File: src/rtl/imm_pkg.sv
// Shared types and constants for the LEGv8 immediate issue controller.
package imm_pkg;

  localparam int unsigned INSTR_W = 32;
  localparam int unsigned IMM_W   = 64;

  typedef enum logic [2:0] {
    FMT_NONE = 3'd0,
    FMT_B    = 3'd1,
    FMT_CB   = 3'd2,
    FMT_D    = 3'd3,
    FMT_I    = 3'd4
  } fmt_t;

  typedef enum logic [1:0] {
    EMPTY = 2'd0,
    ONE   = 2'd1,
    FULL  = 2'd2
  } state_t;

  // Opcode fields, matched most specific first by the decoder.
  localparam logic [5:0]  OP_B     = 6'b000101;
  localparam logic [5:0]  OP_BL    = 6'b100101;
  localparam logic [7:0]  OP_CBZ   = 8'b10110100;
  localparam logic [7:0]  OP_CBNZ  = 8'b10110101;
  localparam logic [7:0]  OP_BCOND = 8'b01010100;
  localparam logic [10:0] OP_LDUR  = 11'b11111000010;
  localparam logic [10:0] OP_STUR  = 11'b11111000000;
  localparam logic [9:0]  OP_ADDI  = 10'b1001000100;
  localparam logic [9:0]  OP_ADDIS = 10'b1011000100;
  localparam logic [9:0]  OP_SUBI  = 10'b1101000100;
  localparam logic [9:0]  OP_SUBIS = 10'b1111000100;

endpackage

File: src/rtl/imm_issue_ctrl_if.sv
// Input word stream and output immediate stream of imm_issue_ctrl.
interface imm_issue_ctrl_if;
  import imm_pkg::*;

  logic               in_valid;
  logic [INSTR_W-1:0] in_instr;
  logic               in_ready;
  logic               out_valid;
  logic               out_ready;
  logic [IMM_W-1:0]   out_imm;
  fmt_t               out_fmt;

  // Producer of instruction words and consumer of results.
  modport master (
    output in_valid, in_instr, out_ready,
    input  in_ready, out_valid, out_imm, out_fmt
  );

  // The controller itself.
  modport slave (
    input  in_valid, in_instr, out_ready,
    output in_ready, out_valid, out_imm, out_fmt
  );

endinterface

File: src/rtl/imm_fmt_decode.sv
// Combinational LEGv8 immediate decode and extension.
// Optional macro IMM_BRANCH_SHIFT_EN: branch offsets become byte offsets (<<2).
module imm_fmt_decode
  import imm_pkg::*;
(
  input  logic [INSTR_W-1:0] instr,
  output logic [IMM_W-1:0]   imm,
  output fmt_t               fmt
);

  // Priority opcode match, then sign/zero extension of the selected field.
  always_comb begin
    imm = '0;
    fmt = FMT_NONE;
    if (instr[31:26] == OP_B || instr[31:26] == OP_BL) begin
      fmt = FMT_B;
      imm = {{38{instr[25]}}, instr[25:0]};
    end else if (instr[31:24] == OP_CBZ || instr[31:24] == OP_CBNZ ||
                 instr[31:24] == OP_BCOND) begin
      fmt = FMT_CB;
      imm = {{45{instr[23]}}, instr[23:5]};
    end else if (instr[31:21] == OP_LDUR || instr[31:21] == OP_STUR) begin
      fmt = FMT_D;
      imm = {{55{instr[20]}}, instr[20:12]};
    end else if (instr[31:22] == OP_ADDI || instr[31:22] == OP_ADDIS ||
                 instr[31:22] == OP_SUBI || instr[31:22] == OP_SUBIS) begin
      fmt = FMT_I;
      imm = {52'd0, instr[21:10]};
    end
`ifdef IMM_BRANCH_SHIFT_EN
    if (fmt == FMT_B || fmt == FMT_CB) begin
      imm = {imm[IMM_W-3:0], 2'b00};
    end
`endif
  end

endmodule

File: src/rtl/imm_issue_ctrl.sv
// Immediate issue controller: decode stage with a two-entry output/skid buffer.
// Optional macro IMM_BRANCH_SHIFT_EN is honoured by imm_fmt_decode.
module imm_issue_ctrl
  import imm_pkg::*;
(
  input  logic           clk,
  input  logic           reset,
  imm_issue_ctrl_if.slave bus
);

  logic [IMM_W-1:0] dec_imm;
  fmt_t             dec_fmt;

  state_t           state;
  logic             in_ready_q;
  logic             out_valid_q;
  logic [IMM_W-1:0] out_imm_q;
  fmt_t             out_fmt_q;
  logic [IMM_W-1:0] skid_imm_q;
  fmt_t             skid_fmt_q;

  logic accept;
  logic drain;

  imm_fmt_decode u_dec (
    .instr (bus.in_instr),
    .imm   (dec_imm),
    .fmt   (dec_fmt)
  );

  assign accept = bus.in_valid && in_ready_q;
  assign drain  = out_valid_q && bus.out_ready;

  // Buffer occupancy FSM; in_ready is registered from the next state so it never depends on out_ready combinationally.
  always_ff @(posedge clk or posedge reset) begin
    if (reset) begin
      state       <= EMPTY;
      in_ready_q  <= 1'b0;
      out_valid_q <= 1'b0;
      out_imm_q   <= '0;
      out_fmt_q   <= FMT_NONE;
      skid_imm_q  <= '0;
      skid_fmt_q  <= FMT_NONE;
    end else begin
      in_ready_q <= 1'b1;
      case (state)
        EMPTY: begin
          if (accept) begin
            out_imm_q   <= dec_imm;
            out_fmt_q   <= dec_fmt;
            out_valid_q <= 1'b1;
            state       <= ONE;
          end
        end
        ONE: begin
          if (accept && !drain) begin
            skid_imm_q <= dec_imm;
            skid_fmt_q <= dec_fmt;
            in_ready_q <= 1'b0;
            state      <= FULL;
          end else if (accept && drain) begin
            out_imm_q <= dec_imm;
            out_fmt_q <= dec_fmt;
          end else if (drain) begin
            out_valid_q <= 1'b0;
            state       <= EMPTY;
          end
        end
        FULL: begin
          if (drain) begin
            out_imm_q <= skid_imm_q;
            out_fmt_q <= skid_fmt_q;
            state     <= ONE;
          end else begin
            in_ready_q <= 1'b0;
          end
        end
        default: begin
          out_valid_q <= 1'b0;
          state       <= EMPTY;
        end
      endcase
    end
  end

  assign bus.in_ready  = in_ready_q;
  assign bus.out_valid = out_valid_q;
  assign bus.out_imm   = out_imm_q;
  assign bus.out_fmt   = out_fmt_q;

endmodule

File: src/flat_wrapper.sv
// flat-port wrapper written by rule: the top's interface ports become plain ports
module imm_issue_ctrl_flat import imm_pkg::*;
  (clk, reset, bus_in_valid, bus_in_instr, bus_out_ready, bus_in_ready, bus_out_valid, bus_out_imm, bus_out_fmt);
  imm_issue_ctrl_if bus_i ();
  input  logic clk;
  input  logic reset;
  input wire logic [$bits(bus_i.in_valid)-1:0] bus_in_valid;
  input wire logic [$bits(bus_i.in_instr)-1:0] bus_in_instr;
  input wire logic [$bits(bus_i.out_ready)-1:0] bus_out_ready;
  output wire logic [$bits(bus_i.in_ready)-1:0] bus_in_ready;
  output wire logic [$bits(bus_i.out_valid)-1:0] bus_out_valid;
  output wire logic [$bits(bus_i.out_imm)-1:0] bus_out_imm;
  output wire logic [$bits(bus_i.out_fmt)-1:0] bus_out_fmt;
  assign bus_i.in_valid = bus_in_valid;
  assign bus_i.in_instr = bus_in_instr;
  assign bus_i.out_ready = bus_out_ready;
  assign bus_in_ready = bus_i.in_ready;
  assign bus_out_valid = bus_i.out_valid;
  assign bus_out_imm = bus_i.out_imm;
  assign bus_out_fmt = bus_i.out_fmt;
  imm_issue_ctrl u_core (.clk(clk), .reset(reset), .bus(bus_i));
endmodule
File: config.mk
export PLATFORM = sky130hd
export DESIGN_NAME = imm_issue_ctrl_flat
export DESIGN_NICKNAME = d
export VERILOG_FILES = /design/src/rtl/imm_pkg.sv /design/src/rtl/imm_issue_ctrl_if.sv /design/src/rtl/imm_fmt_decode.sv /design/src/rtl/imm_issue_ctrl.sv /design/src/flat_wrapper.sv
export SDC_FILE = /design/constraint.sdc
export NUM_CORES = 1
export LEC_CHECK = 0
export CORE_UTILIZATION = 51
export CTS_CLUSTER_SIZE = 12
export DETAILED_ROUTE_END_ITERATION = 8
export PLACE_DENSITY = 0.86
export SLEW_MARGIN = 20
export SYNTH_ARGS = -nofsm -noshare
export SYNTH_HDL_FRONTEND = slang
export SYNTH_SLANG_ARGS = --single-unit
File: constraint.sdc
create_clock -name clk -period 4.1 [get_ports clk]
set_input_delay 1.23 -clock clk [delete_from_list [all_inputs] [get_ports clk]]
set_output_delay 1.23 -clock clk [all_outputs]
set_load 0.01 [all_outputs]
==> impl_results.md, run 1 <==
* Clk_skew at around 0.0076 ns
* Syn nets at 436
* FF+latch count, synth at 62
* Min-delay src: u_core.skid_fmt_q[1]
* Synth cell types at 48
* Share of layout cells above drive strength 1 at 0.0803
* Nets at slightly below 500
* Crit path from: bus_in_instr[29]
* Most common cell after layout, fill and taps aside: clkdlybuf4s50_1
* Root buffer cell: clkbuf_8
* R2R depth at 6
* Async SR Flop Fraction at 1.00
* WP data required at 4.35 ns
* Register area share after synthesis at 0.441
* Full die area at ~7200 µm²
* Post-CTS Setup Bufs at 0
* Sequential power share at 0.344
* H-tree depth at 3
* Internal at between 1.5 and 2 mW
* Largest net degree at the start of global routing at 63
* Gpl congestion at 0.873
* CP Max Fanout at 16
* Top_reg_cell synth: dfrtp_1
* Maximum vdd drop at 0.397 mV
* Vias in the first global route at 3,050
* DPL Wire Length at between 6000 and 7000 µm
* Starting Density at 0.541
* Ports at about 110
* Pwr/cell area at 569 nW/µm²
* Clk buf depth at 2
* Power Total at 2.60 mW
* Worst Path Arrival at approximately 3.6 ns
* Gate Count Post-Synth at 396
* Net Sw Frac at 0.373
* Die width at 85.0 µm
* First-pass GRT wire length at 15,500 µm
* Min-Delay Path Depth at 2
* Cts hold-fix bufs at 0
* Status: completed
* Buffers on Ports at 104
* R2R setup slack at approximately 1.2 ns
* DRT Pass-1 Iters at 5
* Worst Tran Pin Value at 0.982 ns
* Tot GR Track Use at 0.278
* Crit. End Element: flip-flop
* Area delta synth->final at 29.9%
* Critical Path Source Type: input pin
* First DRT Iteration DRCs at 359
* EDFF count, synth at 0
* Clk pwr share at 0.234
* Max Slew Vio Count at 0
* Core box area at 6490 µm²
* Leakage at 1.85 nW
* Row count at 29
* Sw power at approximately 0.97 mW
* Routed Wire Length at 9670 µm
* Total CTS buffers at 9
* Most frequent cells in the layout: 104 x clkdlybuf4s50_1, 62 x dfrtp_1, 58 x nand2_1
* Initial antenna violation count at 0
* Setup TNS at 0 ns
* Worst-Skew Late Latency at 0.35 ns
* CTS resizes at 0
* DRC Markers at 0
* Remaining Overflow, GRT at 0
* Count of final hold-check violations at 0
* Fmax at 0.298 GHz
* DR vias at 3,329
* TritonCTS clock tree: done
* Endpoints failing setup at 0
* Vias/cell at roughly 6.2
* Routed Antenna Nets at 0
* Max_cap viols at 0
* Clk slew on worst S/H paths at about 0.070 ns
* Die height at 85.0 µm
* Antenna diode count at 0
* Syn Area/Cell at ~8.9 µm²
* Comb pwr share at 0.422
* RSZ-0062 raised after global routing: false
* Type of the worst min-delay path: reg2reg
* Final worst-path cycle share at 0.818
* Routed length per instance at ~18 µm
* Worst r2r src: u_core.state[0]
* Worst Setup Path Type: in2reg
* Yosys synthesis warning count at 0
* Crit path time final at 3.35 ns
* Fillcell total at around 470
* Clk sink count at 62
* Post-Syn Area at ~3500 µm²
* Slew headroom at 0.345
area by class of cell:
type | instances | area [µm²] | share of cell area
sequential | 62 | 1550 | 0.340
inverter | 4 | 15.0 | 0.00329
clock inverter | 6 | 85.1 | 0.0186
timing repair buffer | 113 | 1110 | 0.243
clock buffer | 10 | 138 | 0.0301
multi-input combinational | 266 | 1570 | 0.344
tap | 77 | 96.3 | 0.0211
path summary, 6_finish.rpt:
check | endpoint
worst max-delay path | u_core.bus.out_imm[15]
worst min register to register | u_core.skid_fmt_q[1]
worst min-delay path | u_core.skid_fmt_q[1]
worst max register to register | u_core.bus.out_imm[8]
min in group asynchronous | u_core.bus.out_imm[12]
max in group asynchronous | u_core.skid_imm_q[12]
registers in the layout, summed over array words and instances, names as in the netlist:
register / cells
u_core.bus.in_ready: 1
u_core.bus.out_fmt: 3
u_core.bus.out_imm: 26
u_core.bus.out_valid: 1
u_core.skid_fmt_q: 3
u_core.skid_imm_q: 26
u_core.state: 2
layer usage:
layer / vias up / global-route usage / wire length, µm
met5: - / 0 / 0
met4: 0 / 0.156 / 284
met3: 24 / 0.0438 / 863
met2: 179 / 0.417 / 4600
met1: 1613 / 0.385 / 3920
li1: 1513 / - / -
cells by family after synthesis:
family / synth area share
flops: 0.441
fa+ha+maj: 0.0142
xor+xnor: 0.00249
simple gates: 0.145
buf+inv: 0.116
compound gates: 0.272
mux: 0.00926
cells in the mapped netlist (all sizes together) (3+ instances only):
cell     n  area, µm²
ha       4       50.1
dfrtp   62       1550
a22oi    4       30.0
a22o     5       43.8
a211o    3       27.5
and3     6       42.5
nand2   58        218
a21oi   41        205
inv      4       15.0
nand3b   3       22.5
clkbuf  24       90.1
a21boi   3       22.5
nand3    3       15.0
o31ai   14        105
buf     40        304
a221oi   8       70.1
a31oi    3       18.8
o211ai   4       35.0
nor2    26       97.6
o21ai   45        225
o221ai   5       43.8
nor3     5       25.0
power groups by stage:
stage | logic [mW] | clock network [mW] | registers (mW)
final | 1.10 | 0.609 | 0.895
after global routing | 1.20 | 0.645 | 0.916
after CTS | 1.09 | 0.615 | 0.893
after detailed placement | 1.09 | 0 | 0.904
after global placement | 1.05 | 0 | 0.893
after floorplan | 0.644 | 0 | 0.919
stage by stage:
| step | hold WS, ns | std cells | cell area [µm²] | setup slack (ns) | util |
|---|---|---|---|---|---|
| after floorplan | 0.440 | 396 | 3510 | 1.33 | - |
| after global routing | 0.501 | 538 | 4570 | 0.622 | 0.703 |
| after CTS | 0.475 | 538 | 4570 | 0.727 | 0.703 |
| final | 0.472 | 538 | 4570 | 0.747 | 0.703 |
| after detailed placement | 0.458 | 522 | 4340 | 0.453 | 0.669 |
| after global placement | 0.452 | 522 | 4340 | 0.496 | 0.669 |
worst max-delay path, stage by stage:
cell and delay [ns]:
clkdlybuf4s50_1 0.50, or4b_4 0.59, a211oi_4 0.62, a21o_1 0.21, a22oi_1 0.13, a211oi_1 0.31
Note: power is estimated with default switching activity, not from simulation.
==> run 2, diff against run 1 <==
CORE_UTILIZATION = 43   (was 51)
PLACE_DENSITY = 0.77   (was 0.86)
clock period = 2.81 ns   (was 4.1 ns; I/O delays follow)
==> impl_results.md, run 2 (synthesized netlist as in run 1, its figures left out) <==
* Clk_skew at 0.00902 ns (+0.00139 ns)
* TritonCTS clock tree: done
* Initial antenna violation count at 0 (unchanged)
* Crit path from: bus_in_instr[29]
* Most common cell after layout, fill and taps aside: clkdlybuf4s50_1
* R2R depth at 8 (+2)
* Vias/cell at 5.59 (-9.6%)
* Die width at 92.4 µm (+8.7%)
* Status: completed
* Nets at 528 (+6.5%)
* Remaining Overflow, GRT at 0 (unchanged)
* Max Slew Vio Count at 0 (unchanged)
* RSZ-0062 raised after global routing: false
* Routed Wire Length at 9930 µm (+2.7%)
* Starting Density at 0.450 (-0.0910)
* First DRT Iteration DRCs at 270 (-25%)
* Comb pwr share at 0.469 (+0.047)
* WP data required at 3.06 ns (-1.29 ns)
* CTS resizes at 0 (unchanged)
* R2R setup slack at 0.67 ns (-0.57 ns)
* Crit path time final at 2.50 ns
* DPL Wire Length at 7240 µm (+10%)
* Min Hold Slack at 0.478 ns (+0.00624 ns)
* Antenna diode count at 0 (unchanged)
* Worst Setup Path Type: in2reg
* Sw power at 1.42 mW (+46%)
* First-pass GRT wire length at 16,300 µm (+4.7%)
* Final worst-path cycle share at 0.889
* Area delta synth->final at 37.3%
* Row count at 32 (+10%)
* DRC Markers at 0 (unchanged)
* Clk slew on worst S/H paths at 0.07 ns (about the same)
* Slew headroom at 0.555 (+0.210)
* Clk sink count at 62 (unchanged)
* Max_cap viols at 0 (unchanged)
* CP Max Fanout at 16 (unchanged)
* Ports at 105 (unchanged)
* Crit. End Element: flip-flop
* Endpoints failing setup at 0 (unchanged)
* Post-CTS Setup Bufs at 0 (unchanged)
* Largest net degree at the start of global routing at 63 (unchanged)
* Total CTS buffers at 9 (unchanged)
* Clk pwr share at 0.186 (-0.048)
* Routed length per instance at 16.7 µm (-7.1%)
* Buffers on Ports at 104 (unchanged)
* Crit Reg-Reg Endpoint: u_core.bus.out_imm[12]
* Dpl ws at -0.0549 ns (-0.508 ns)
* Routed Antenna Nets at 0 (unchanged)
* H-tree depth at 3 (unchanged)
* Full die area at 8540 µm² (+18%)
* Maximum vdd drop at 0.461 mV (+16%)
* Critical Path Source Type: input pin
* Gpl congestion at 0.858 (-1.7%)
* DRT Pass-1 Iters at 5 (unchanged)
* Pwr/cell area at 777 nW/µm² (+36%)
* Worst setup path endpoint: u_core.bus.out_imm[15]
* Root buffer cell: clkbuf_8
* Count of final hold-check violations at 0 (unchanged)
* Internal at 2.33 mW (+43%)
* DR vias at 3,329 (unchanged)
* Final core utilization at 0.618 (-0.0847)
* Die height at 92.4 µm (+8.7%)
* Sequential power share at 0.344 (about the same)
* Core box area at 7810 µm² (+20%)
* Final worst slack at 0.311 ns (-0.436 ns)
* Most frequent cells in the layout: 104 x clkdlybuf4s50_1, 62 x dfrtp_1, 58 x nand2_1
* Worst Path Arrival at 2.75 ns (-0.85 ns)
* Worst-Skew Late Latency at 0.34 ns (about the same)
* Tot GR Track Use at 0.247 (-0.0310)
* Share of layout cells above drive strength 1 at 0.140 (+0.0597)
* Cts hold-fix bufs at 0 (unchanged)
* Vias in the first global route at 3,245 (+6.4%)
* Clk buf depth at 2 (unchanged)
* Worst r2r src: u_core.state[0]
* Net Sw Frac at 0.378 (+0.00551)
* Worst Tran Pin Value at 0.667 ns (-0.315 ns)
* Leakage at 2.00 nW (+7.8%)
* Highest-delay cell along the critical path: or4b_4
* Fmax at about 0.40 GHz
* Critical path, cell by cell: clkdlybuf4s50_1, or4b_4, a211oi_4, buf_12, a21o_1, a22oi_1, a211oi_1
* Type of the worst min-delay path: reg2reg
* Crit path largest cell delay at 0.56 ns (-0.06 ns)
==> run 2: how the worst min path moves through the flow <==
stage	endpoint	cells after the start	slack, ns	start
6_report	u_core.bus.out_imm[22]	2	0.48	u_core.bus.out_imm[22]
5_1_grt	u_core.bus.out_imm[22]	2	0.51	u_core.bus.out_imm[22]
4_1_cts	u_core.skid_fmt_q[1]	2	0.48	u_core.skid_fmt_q[1]
3_3_place_gp	u_core.skid_fmt_q[1]	2	0.45	u_core.skid_fmt_q[1]
2_1_floorplan	u_core.skid_fmt_q[1]	2	0.44	u_core.skid_fmt_q[1]
3_5_place_dp	u_core.skid_fmt_q[1]	2	0.46	u_core.skid_fmt_q[1]
==> run 2: final cells by class <==
class / count / area, µm²
Clock buffer: 10 / 138
Multi-Input combinational cell: 266 / 1570
Fill cell: 659 / 2980
Sequential cell: 62 / 1550
Inverter: 4 / 15.0
Tap cell: 102 / 128
Clock inverter: 6 / 37.5
Timing Repair Buffer: 145 / 1390
==> run 2: critical path: cells and delay by family <==
kind	cells	cell delay (ns)
AO/OA/AOI/OAI	4	0.74
buffers and inverters	2	0.59
AND/OR/NAND/NOR	1	0.56
==> run 2: power groups by stage <==
| stage | logic [mW] | clock network, mW | registers, mW |
|---|---|---|---|
| 2_1_floorplan | 0.940 | 0 | 1.34 |
| 3_3_place_gp | 1.72 | 0 | 1.29 |
| 3_5_place_dp | 1.76 | 0 | 1.30 |
| 4_1_cts | 1.77 | 0.713 | 1.29 |
| 5_1_grt | 1.95 | 0.755 | 1.32 |
| 6_report | 1.76 | 0.699 | 1.29 |
==> run 2: stage by stage <==
step	area, µm²	total power [mW]	TNS, ns	std cells
6_report	4830	3.75	0	595
5_1_grt	4830	4.03	0	595
4_1_cts	4830	3.77	0	595
3_5_place_dp	4650	3.07	-0.122	579
3_3_place_gp	4650	3.01	0	579
2_1_floorplan	3510	2.28	0	396
==> run 2: layer usage <==
layer / routed length (µm) / up-vias / GRT usage
met4: 226 / 0 / 0.100
met2: 4730 / 157 / 0.391
met5: 0 / - / 0
li1: - / 1577 / -
met3: 711 / 20 / 0.0493
met1: 4270 / 1575 / 0.329
